===== src/rtl/scarv_cop_fu_dispatch_pkg.sv =====
// -----------------------------------------------------------------------------
// scarv_cop_fu_dispatch_pkg
//   Shared types and constants for the coprocessor functional-unit dispatcher:
//   FSM state encoding, response status codes and functional-unit class
//   indices.
//   No ports (package).
// -----------------------------------------------------------------------------
package scarv_cop_fu_dispatch_pkg;

    typedef enum logic [1:0] {
        ST_IDLE,
        ST_EXEC,
        ST_WB,
        ST_RSP
    } state_t;

    typedef enum logic [2:0] {
        RSP_OK        = 3'd0,
        RSP_BAD_CLASS = 3'd1,
        RSP_TIMEOUT   = 3'd2
    } rsp_status_t;

    // Functional-unit class indices (position on fu_ivalid / fu_idone).
    localparam logic [2:0] CLASS_PALU = 3'd0;
    localparam logic [2:0] CLASS_MAU  = 3'd1;
    localparam logic [2:0] CLASS_MEM  = 3'd2;

endpackage


===== src/rtl/scarv_cop_fu_dispatch_if.sv =====
// -----------------------------------------------------------------------------
// scarv_cop_fu_dispatch_if
//   Bundles every dispatcher signal except clock and reset.
//   slave  : dispatcher side (scarv_cop_fu_dispatch)
//   master : environment side (decoder, functional units, CPR file, host CPU)
//   Groups: id_*  decoded instruction in / id_ready out
//           fu_*  operands + one-hot ivalid out, idone/ben/wdata per unit in
//           cpr_* single write-back port out
//           cop_rsp_* status response to CPU
// -----------------------------------------------------------------------------
interface scarv_cop_fu_dispatch_if #(
    parameter int unsigned NUM_FU = 4
);
    logic                    id_valid;
    logic                    id_ready;
    logic [2:0]              id_class;
    logic [3:0]              id_subclass;
    logic [3:0]              id_rd;
    logic [31:0]             id_imm;
    logic [31:0]             id_rs1_data;
    logic [31:0]             id_rs2_data;
    logic [31:0]             id_rs3_data;

    logic [NUM_FU-1:0]       fu_ivalid;
    logic [3:0]              fu_subclass;
    logic [31:0]             fu_imm;
    logic [31:0]             fu_rs1;
    logic [31:0]             fu_rs2;
    logic [31:0]             fu_rs3;
    logic [NUM_FU-1:0]       fu_idone;
    logic [4*NUM_FU-1:0]     fu_rd_ben;
    logic [32*NUM_FU-1:0]    fu_rd_wdata;

    logic                    cpr_rd_wen;
    logic [3:0]              cpr_rd_addr;
    logic [3:0]              cpr_rd_ben;
    logic [31:0]             cpr_rd_wdata;

    logic                    cop_rsp_valid;
    logic                    cop_rsp_ready;
    logic [2:0]              cop_rsp_status;

    modport slave (
        input  id_valid, id_class, id_subclass, id_rd, id_imm,
               id_rs1_data, id_rs2_data, id_rs3_data,
               fu_idone, fu_rd_ben, fu_rd_wdata, cop_rsp_ready,
        output id_ready, fu_ivalid, fu_subclass, fu_imm, fu_rs1, fu_rs2, fu_rs3,
               cpr_rd_wen, cpr_rd_addr, cpr_rd_ben, cpr_rd_wdata,
               cop_rsp_valid, cop_rsp_status
    );

    modport master (
        output id_valid, id_class, id_subclass, id_rd, id_imm,
               id_rs1_data, id_rs2_data, id_rs3_data,
               fu_idone, fu_rd_ben, fu_rd_wdata, cop_rsp_ready,
        input  id_ready, fu_ivalid, fu_subclass, fu_imm, fu_rs1, fu_rs2, fu_rs3,
               cpr_rd_wen, cpr_rd_addr, cpr_rd_ben, cpr_rd_wdata,
               cop_rsp_valid, cop_rsp_status
    );

endinterface


===== src/rtl/scarv_cop_fu_result_mux.sv =====
// -----------------------------------------------------------------------------
// scarv_cop_fu_result_mux
//   Combinational NUM_FU-way selection of one unit's completion, byte enables
//   and write data. Unit i occupies ben_all[4i+3:4i], wdata_all[32i+31:32i].
//   Ports: sel (unit index), idone/ben_all/wdata_all (all units),
//          idone_sel/ben_sel/wdata_sel (selected unit; 0 if sel >= NUM_FU).
// -----------------------------------------------------------------------------
module scarv_cop_fu_result_mux #(
    parameter int unsigned NUM_FU = 4
) (
    input  logic [2:0]           sel,
    input  logic [NUM_FU-1:0]    idone,
    input  logic [4*NUM_FU-1:0]  ben_all,
    input  logic [32*NUM_FU-1:0] wdata_all,
    output logic                 idone_sel,
    output logic [3:0]           ben_sel,
    output logic [31:0]          wdata_sel
);

    always_comb begin
        idone_sel = 1'b0;
        ben_sel   = '0;
        wdata_sel = '0;
        for (int unsigned i = 0; i < NUM_FU; i++) begin
            if (32'(sel) == i) begin
                idone_sel = idone[i];
                ben_sel   = ben_all[4*i +: 4];
                wdata_sel = wdata_all[32*i +: 32];
            end
        end
    end

endmodule


===== src/rtl/scarv_cop_fu_dispatch.sv =====
// -----------------------------------------------------------------------------
// scarv_cop_fu_dispatch
//   Issue/write-back sequencer for the coprocessor functional units. Accepts
//   one decoded instruction in IDLE, holds its operands, raises fu_ivalid on
//   the selected unit until idone, performs one CPR write (suppressed for
//   c0 or empty byte enables) and returns a status response to the CPU.
//   Ports: g_clk, g_resetn (async active-low), bus (scarv_cop_fu_dispatch_if
//          slave modport carrying id_*, fu_*, cpr_* and cop_rsp_* groups).
//   Optional: define SCARV_COP_DISPATCH_TIMEOUT_EN to enable an EXEC
//             watchdog of TIMEOUT_CYCLES cycles (status 2 on expiry).
// -----------------------------------------------------------------------------
module scarv_cop_fu_dispatch
    import scarv_cop_fu_dispatch_pkg::*;
#(
    parameter int unsigned NUM_FU         = 4,
    parameter int unsigned TIMEOUT_CYCLES = 255
) (
    input logic                     g_clk,
    input logic                     g_resetn,
    scarv_cop_fu_dispatch_if.slave  bus
);

    if (NUM_FU < 1 || NUM_FU > 8 || TIMEOUT_CYCLES < 1) begin : g_cfg_check
        $error("scarv_cop_fu_dispatch: NUM_FU must be 1..8 and TIMEOUT_CYCLES >= 1");
    end

    state_t      state, state_nxt;
    rsp_status_t status_q, status_nxt;
    logic        accept, capture, timeout_hit;

    logic [2:0]  cls_q;
    logic [3:0]  sub_q, rd_q, ben_q;
    logic [31:0] imm_q, rs1_q, rs2_q, rs3_q, wdata_q;

    logic        idone_sel;
    logic [3:0]  ben_sel;
    logic [31:0] wdata_sel;

    scarv_cop_fu_result_mux #(.NUM_FU(NUM_FU)) u_result_mux (
        .sel       (cls_q),
        .idone     (bus.fu_idone),
        .ben_all   (bus.fu_rd_ben),
        .wdata_all (bus.fu_rd_wdata),
        .idone_sel (idone_sel),
        .ben_sel   (ben_sel),
        .wdata_sel (wdata_sel)
    );

`ifdef SCARV_COP_DISPATCH_TIMEOUT_EN
    // Held at zero outside EXEC, so it reads 0 on the first EXEC cycle.
    logic [15:0] exec_cnt;

    always_ff @(posedge g_clk or negedge g_resetn) begin
        if (!g_resetn)             exec_cnt <= '0;
        else if (state != ST_EXEC) exec_cnt <= '0;
        else                       exec_cnt <= exec_cnt + 16'd1;
    end

    // Fires on the TIMEOUT_CYCLES-th EXEC cycle; idone has priority below.
    assign timeout_hit = (state == ST_EXEC) && (32'(exec_cnt) >= TIMEOUT_CYCLES - 1);
`else
    assign timeout_hit = 1'b0;
`endif

    always_comb begin
        state_nxt  = state;
        status_nxt = status_q;
        accept     = 1'b0;
        capture    = 1'b0;
        case (state)
            ST_IDLE: begin
                if (bus.id_valid) begin
                    accept = 1'b1;
                    if (32'(bus.id_class) >= NUM_FU) begin
                        state_nxt  = ST_RSP;
                        status_nxt = RSP_BAD_CLASS;
                    end else begin
                        state_nxt  = ST_EXEC;
                        status_nxt = RSP_OK;
                    end
                end
            end
            ST_EXEC: begin
                if (idone_sel) begin
                    capture   = 1'b1;
                    state_nxt = ST_WB;
                end else if (timeout_hit) begin
                    state_nxt  = ST_RSP;
                    status_nxt = RSP_TIMEOUT;
                end
            end
            ST_WB:   state_nxt = ST_RSP;
            ST_RSP:  if (bus.cop_rsp_ready) state_nxt = ST_IDLE;
            default: state_nxt = ST_IDLE;
        endcase
    end

    always_ff @(posedge g_clk or negedge g_resetn) begin
        if (!g_resetn) begin
            state    <= ST_IDLE;
            status_q <= RSP_OK;
            cls_q    <= '0;
            sub_q    <= '0;
            rd_q     <= '0;
            imm_q    <= '0;
            rs1_q    <= '0;
            rs2_q    <= '0;
            rs3_q    <= '0;
            ben_q    <= '0;
            wdata_q  <= '0;
        end else begin
            state    <= state_nxt;
            status_q <= status_nxt;
            if (accept) begin
                cls_q <= bus.id_class;
                sub_q <= bus.id_subclass;
                rd_q  <= bus.id_rd;
                imm_q <= bus.id_imm;
                rs1_q <= bus.id_rs1_data;
                rs2_q <= bus.id_rs2_data;
                rs3_q <= bus.id_rs3_data;
            end
            if (capture) begin
                ben_q   <= ben_sel;
                wdata_q <= wdata_sel;
            end
        end
    end

    // Outputs decode from state so an asynchronous reset drops them at once.
    always_comb begin
        bus.fu_ivalid = '0;
        for (int unsigned i = 0; i < NUM_FU; i++) begin
            bus.fu_ivalid[i] = (state == ST_EXEC) && (32'(cls_q) == i);
        end
    end

    assign bus.id_ready       = (state == ST_IDLE);
    assign bus.fu_subclass    = sub_q;
    assign bus.fu_imm         = imm_q;
    assign bus.fu_rs1         = rs1_q;
    assign bus.fu_rs2         = rs2_q;
    assign bus.fu_rs3         = rs3_q;

    // c0 is hard-wired zero, so writes to rd=0 never strobe.
    assign bus.cpr_rd_wen     = (state == ST_WB) && (ben_q != 4'd0) && (rd_q != 4'd0);
    assign bus.cpr_rd_addr    = (state == ST_WB) ? rd_q    : '0;
    assign bus.cpr_rd_ben     = (state == ST_WB) ? ben_q   : '0;
    assign bus.cpr_rd_wdata   = (state == ST_WB) ? wdata_q : '0;

    assign bus.cop_rsp_valid  = (state == ST_RSP);
    assign bus.cop_rsp_status = (state == ST_RSP) ? status_q : '0;

endmodule

===== src/flat_wrapper.sv =====
// flat-port wrapper written by rule: the top's interface ports become plain ports
module scarv_cop_fu_dispatch_flat import scarv_cop_fu_dispatch_pkg::*;
#(
    parameter int unsigned NUM_FU         = 4,
    parameter int unsigned TIMEOUT_CYCLES = 255
)
  (g_clk, g_resetn, bus_id_valid, bus_id_class, bus_id_subclass, bus_id_rd, bus_id_imm, bus_id_rs1_data, bus_id_rs2_data, bus_id_rs3_data, bus_fu_idone, bus_fu_rd_ben, bus_fu_rd_wdata, bus_cop_rsp_ready, bus_id_ready, bus_fu_ivalid, bus_fu_subclass, bus_fu_imm, bus_fu_rs1, bus_fu_rs2, bus_fu_rs3, bus_cpr_rd_wen, bus_cpr_rd_addr, bus_cpr_rd_ben, bus_cpr_rd_wdata, bus_cop_rsp_valid, bus_cop_rsp_status);
  scarv_cop_fu_dispatch_if #(.NUM_FU(NUM_FU)) bus_i ();
  input logic g_clk;
  input logic g_resetn;
  input wire logic [$bits(bus_i.id_valid)-1:0] bus_id_valid;
  input wire logic [$bits(bus_i.id_class)-1:0] bus_id_class;
  input wire logic [$bits(bus_i.id_subclass)-1:0] bus_id_subclass;
  input wire logic [$bits(bus_i.id_rd)-1:0] bus_id_rd;
  input wire logic [$bits(bus_i.id_imm)-1:0] bus_id_imm;
  input wire logic [$bits(bus_i.id_rs1_data)-1:0] bus_id_rs1_data;
  input wire logic [$bits(bus_i.id_rs2_data)-1:0] bus_id_rs2_data;
  input wire logic [$bits(bus_i.id_rs3_data)-1:0] bus_id_rs3_data;
  input wire logic [$bits(bus_i.fu_idone)-1:0] bus_fu_idone;
  input wire logic [$bits(bus_i.fu_rd_ben)-1:0] bus_fu_rd_ben;
  input wire logic [$bits(bus_i.fu_rd_wdata)-1:0] bus_fu_rd_wdata;
  input wire logic [$bits(bus_i.cop_rsp_ready)-1:0] bus_cop_rsp_ready;
  output wire logic [$bits(bus_i.id_ready)-1:0] bus_id_ready;
  output wire logic [$bits(bus_i.fu_ivalid)-1:0] bus_fu_ivalid;
  output wire logic [$bits(bus_i.fu_subclass)-1:0] bus_fu_subclass;
  output wire logic [$bits(bus_i.fu_imm)-1:0] bus_fu_imm;
  output wire logic [$bits(bus_i.fu_rs1)-1:0] bus_fu_rs1;
  output wire logic [$bits(bus_i.fu_rs2)-1:0] bus_fu_rs2;
  output wire logic [$bits(bus_i.fu_rs3)-1:0] bus_fu_rs3;
  output wire logic [$bits(bus_i.cpr_rd_wen)-1:0] bus_cpr_rd_wen;
  output wire logic [$bits(bus_i.cpr_rd_addr)-1:0] bus_cpr_rd_addr;
  output wire logic [$bits(bus_i.cpr_rd_ben)-1:0] bus_cpr_rd_ben;
  output wire logic [$bits(bus_i.cpr_rd_wdata)-1:0] bus_cpr_rd_wdata;
  output wire logic [$bits(bus_i.cop_rsp_valid)-1:0] bus_cop_rsp_valid;
  output wire logic [$bits(bus_i.cop_rsp_status)-1:0] bus_cop_rsp_status;
  assign bus_i.id_valid = bus_id_valid;
  assign bus_i.id_class = bus_id_class;
  assign bus_i.id_subclass = bus_id_subclass;
  assign bus_i.id_rd = bus_id_rd;
  assign bus_i.id_imm = bus_id_imm;
  assign bus_i.id_rs1_data = bus_id_rs1_data;
  assign bus_i.id_rs2_data = bus_id_rs2_data;
  assign bus_i.id_rs3_data = bus_id_rs3_data;
  assign bus_i.fu_idone = bus_fu_idone;
  assign bus_i.fu_rd_ben = bus_fu_rd_ben;
  assign bus_i.fu_rd_wdata = bus_fu_rd_wdata;
  assign bus_i.cop_rsp_ready = bus_cop_rsp_ready;
  assign bus_id_ready = bus_i.id_ready;
  assign bus_fu_ivalid = bus_i.fu_ivalid;
  assign bus_fu_subclass = bus_i.fu_subclass;
  assign bus_fu_imm = bus_i.fu_imm;
  assign bus_fu_rs1 = bus_i.fu_rs1;
  assign bus_fu_rs2 = bus_i.fu_rs2;
  assign bus_fu_rs3 = bus_i.fu_rs3;
  assign bus_cpr_rd_wen = bus_i.cpr_rd_wen;
  assign bus_cpr_rd_addr = bus_i.cpr_rd_addr;
  assign bus_cpr_rd_ben = bus_i.cpr_rd_ben;
  assign bus_cpr_rd_wdata = bus_i.cpr_rd_wdata;
  assign bus_cop_rsp_valid = bus_i.cop_rsp_valid;
  assign bus_cop_rsp_status = bus_i.cop_rsp_status;
  scarv_cop_fu_dispatch #(.NUM_FU(NUM_FU), .TIMEOUT_CYCLES(TIMEOUT_CYCLES)) u_core (.g_clk(g_clk), .g_resetn(g_resetn), .bus(bus_i));
endmodule

===== config.mk =====
export PLATFORM = sky130hd
export DESIGN_NAME = scarv_cop_fu_dispatch_flat
export DESIGN_NICKNAME = d
export VERILOG_FILES = /design/src/rtl/scarv_cop_fu_dispatch_pkg.sv /design/src/rtl/scarv_cop_fu_dispatch_if.sv /design/src/rtl/scarv_cop_fu_result_mux.sv /design/src/rtl/scarv_cop_fu_dispatch.sv /design/src/flat_wrapper.sv
export SDC_FILE = /design/constraint.sdc
export NUM_CORES = 1
export LEC_CHECK = 0
export BUFFER_PORTS_ARGS = -buffer_cell sky130_fd_sc_hd__buf_2
export CAP_MARGIN = 10
export CORE_AREA = 5 5 183 185
export DETAILED_ROUTE_END_ITERATION = 8
export DIE_AREA = 0 0 188 190
export GPL_TIMING_DRIVEN = 0
export PLACE_DENSITY = 0.63
export SLEW_MARGIN = 25
export SYNTH_ARGS = -nofsm -noshare
export SYNTH_HDL_FRONTEND = slang
export SYNTH_SLANG_ARGS = --single-unit
export TNS_END_PERCENT = 50

===== constraint.sdc =====
create_clock -name g_clk -period 2.7 [get_ports g_clk]
set_clock_uncertainty 0.15 [all_clocks]
set_input_delay 0.81 -clock g_clk [delete_from_list [all_inputs] [get_ports g_clk]]
set_output_delay 0.81 -clock g_clk [all_outputs]
set_load 0.01 [all_outputs]

==> results by group <==
Placed design
  • Gpl congestion: 0.9474
  • Pre-CTS WS: -0.1969 ns
  • Placed Instance Area: 10,940 um^2
  • Post-DP HPWL: 23.17 mm
  • Port Buffers: 470

Yosys
  • Ys Warns: 0
  • Top cells by area, synth: dfrtp_1 (56%), mux2_2 (19%), mux4_2 (6.5%), and2_1 (3.3%), a2bb2oi_1 (3.1%)
  • Number of synthesized register bits: 178
  • Post-synth top area share: 0.5559
  • Synth area leader: dfrtp_1
  • Synthesized cell area: 8013 um^2
  • Synth cell types: 33
  • Register area share after synthesis: 0.5559
  • Post-Synthesis Cells: 595
  • Syn_area_per_cell: 13.47 um^2

Cells and area
  • Post-layout net count: 1,387
  • Register Area: 4459 um^2
  • Antenna cells: 0
  • Filler Cell Count: 3,203
  • Area Overhead vs Synth: 46.05%
  • Commonest non-fill, non-tap cells in the layout: buf_2 (485), dfrtp_1 (174), mux2_2 (138)
  • Area of the multi-input gates: 3379 um^2
  • Layout cells sized above 1: 0.6507
  • Most common cell after layout, fill and taps aside: buf_2
  • Final instance area: 11,700 um^2

Setup path
  • Worst EP arrival: 1.63 ns
  • Cell family with most CP delay: buffers and inverters
  • Req. time, crit path: 1.74 ns
  • Critical path depth: 5
  • Worst setup SP type: flip-flop
  • FF-to-FF Start: u_core.state[1]
  • Crit Path Class: flip-flop to primary output
  • Crit path launch: u_core.state[0]
  • Max FO, Critical Path: 10
  • Reg2reg end: u_core.bus.fu_rs1[12]
  • Reg-to-reg setup timing slack: 0.35 ns
  • Critical path buffers and inverters: 3
  • CP max stage delay: 0.41 ns
  • CP endpoint: bus_cpr_rd_wdata[6]
  • CP Capture Type: primary output
  • R2R depth: 6
  • CP cell instances: inv_2 > ha_4 > clkbuf_8 > and2_1 > buf_2
  • Crit path max-delay cell type: dfrtp_2

Floorplan
  • Initial Util: 0.2514
  • Core ar.: around 32,000 um^2
  • Chip width: between 150 and 200 um
  • Ports: between 400 and 500
  • # rows: 66
  • Die Ht: 190 um
  • Die area: 35,720 um^2

Route
  • DRT iter0 DRCs: 246
  • Via-to-Cell Ratio: 4.449
  • Vias post-DR: between 6k and 7k
  • Total wire length: 28.21 mm
  • Final ANT Viol Nets: 0
  • Drt drc: 0
  • DR pass1 iterations: 4
  • Routed len/inst: about 19 um

CTS
  • CTS tree: built
  • Worst-Skew Late Latency: 0.44 ns
  • CTS Sinks: 178
  • Clock Tree Buf Depth: 2
  • Clock root buffer: clkbuf_16
  • H-tree lvl count: 4
  • Total CTS buffers: 17
  • Clock slew at reported path FFs: 0.08 ns

STA
  • Final period utilization: 0.9579
  • Fmax achieved: about 390 MHz
  • Max-slew violations: 0
  • Relative slew slack: 0.5359
  • Final Hold Viols: 0
  • Period minus WS final: 2.586 ns
  • Final Setup Violations: 0
  • Hold_ws: 0.3253 ns
  • Slew at the pin closest to its max-slew limit: ~0.7 ns
  • Setup slack after layout: 0.1138 ns

Job
  • Maxcap violations: 0

Pwr
  • Cell Pwr Density: 1156 nW/um^2
  • P_leak: 5.911 nW
  • Worst vdd ir: 641.5 uV

Run status
  • Outcome: finished, final reports clean

Global routing
  • Total GRT Usage: 0.1549
  • Global-route wire length before repair: 42.97 mm
  • Largest net degree at the start of global routing: between 90 and 100
  • Initial antenna violation count: 1
  • Vias in the first global route: 7,365
  • Grt ovf: 0

Hold path
  • Hold WC Path Type: flip-flop to flip-flop
power breakdown:
group / total (mW) / leakage [nW] / switching [mW] / internal [mW]
Clock: 2.54 / 0.290 / 1.20 / 1.35
Combinational: 6.33 / 3.48 / 3.13 / 3.19
Sequential: 4.66 / 2.14 / 0.687 / 3.98
Total: 13.5 / 5.91 / 5.02 / 8.52
what timing repair did:
item / in CTS / in global routing
cloned: 0 / 0
setup buffers: 3 / 6
gates resized for setup: 33 / 7
endpoints found under the hold margin: 13 / 0
pin swaps: 1 / 3
endpoints found under the setup margin: 45 / 18
hold buffers: 1 / 0
registers in the layout, summed over array words and instances, names as in the netlist:
name and count:
u_core.bus.fu_imm 32, u_core.ben_q 4, u_core.cls_q 3, u_core.rd_q 4, u_core.bus.fu_rs2 32, u_core.wdata_q 32
u_core.bus.fu_subclass 4, u_core.state 2, u_core.status_q 1, u_core.bus.fu_rs3 32, u_core.bus.fu_rs1 32
synthesized netlist by cell type, drive strengths merged:
library cell,count
mux4,23
nor4,1
conb,1
a2bb2oi,28
ha,4
mux2i,14
clkbuf,15
nand2,65
o41ai,1
nor4b,1
nor3,2
a211o,1
inv,3
and3,2
or2,1
o21ai,36
dfrtp,178
o31ai,1
o32a,1
buf,29
nor2,1
nor2b,3
nor3b,1
a21boi,1
and2,42
mux2,138
nand3,2
cell families (layout without fill, tap and decap cells):
logic type / after synthesis / count (layout) / share of synthesized area
AOI/OAI and AO/OA: 69 / 69 / 0.05887
other: 1 / 2 / 0.0004680
muxes: 175 / 175 / 0.2761
DFF: 178 / 178 / 0.5559
and+or+nand+nor: 121 / 121 / 0.07433
adders and majority gates: 4 / 4 / 0.006246
buffers and inverters: 47 / 556 / 0.02811
metal layers:
metal	track usage	vias up	routed length [um]
met3	0.04899	30	2093
met1	0.2003	3325	11770
met4	0.03840	2	383
met5	0	-	7
met2	0.2538	271	13960
li1	-	3104	-
area by class of cell:
cell class / instances / share of cell area
Sequential cell: 178 / 0.3811
Multi-Input combinational cell: 371 / 0.2888
Timing Repair Buffer: 482 / 0.2132
Tap cell: 408 / 0.04362
Clock buffer: 18 / 0.03753
Buffer: 39 / 0.02085
Clock inverter: 14 / 0.01358
Inverter: 3 / 0.001390
tightest hold or removal path, stage by stage, from the launching register on:
cell,delay (ns)
dfrtp_1,0.34
nand2_1,0.05
o21ai_0,0.06
worst min path at each step:
stage | start | to | slack, ns | depth (start not counted)
3_5_place_dp | u_core.wdata_q[15] | u_core.wdata_q[15] | 0.31 | 2
6_report | u_core.wdata_q[2] | u_core.wdata_q[2] | 0.33 | 2
2_1_floorplan | u_core.status_q[0] | u_core.status_q[0] | 0.29 | 2
4_1_cts | u_core.wdata_q[15] | u_core.wdata_q[15] | 0.33 | 2
5_1_grt | u_core.wdata_q[20] | u_core.wdata_q[20] | 0.35 | 2
3_3_place_gp | u_core.wdata_q[27] | u_core.wdata_q[27] | 0.30 | 2
metrics by stage:
step                power, mW    util    TNS, ns  std cells
global placement        10.77  0.3413    -399.28       1474
CTS                     13.68  0.3654  -0.009282       1508
finish                  13.53  0.3671          0       1513
floorplan               8.314       -          0        596
detailed placement      10.95  0.3433     -5.578       1476
global route            14.50  0.3671  -0.001820       1513
Power figures use the tool's default switching activity.
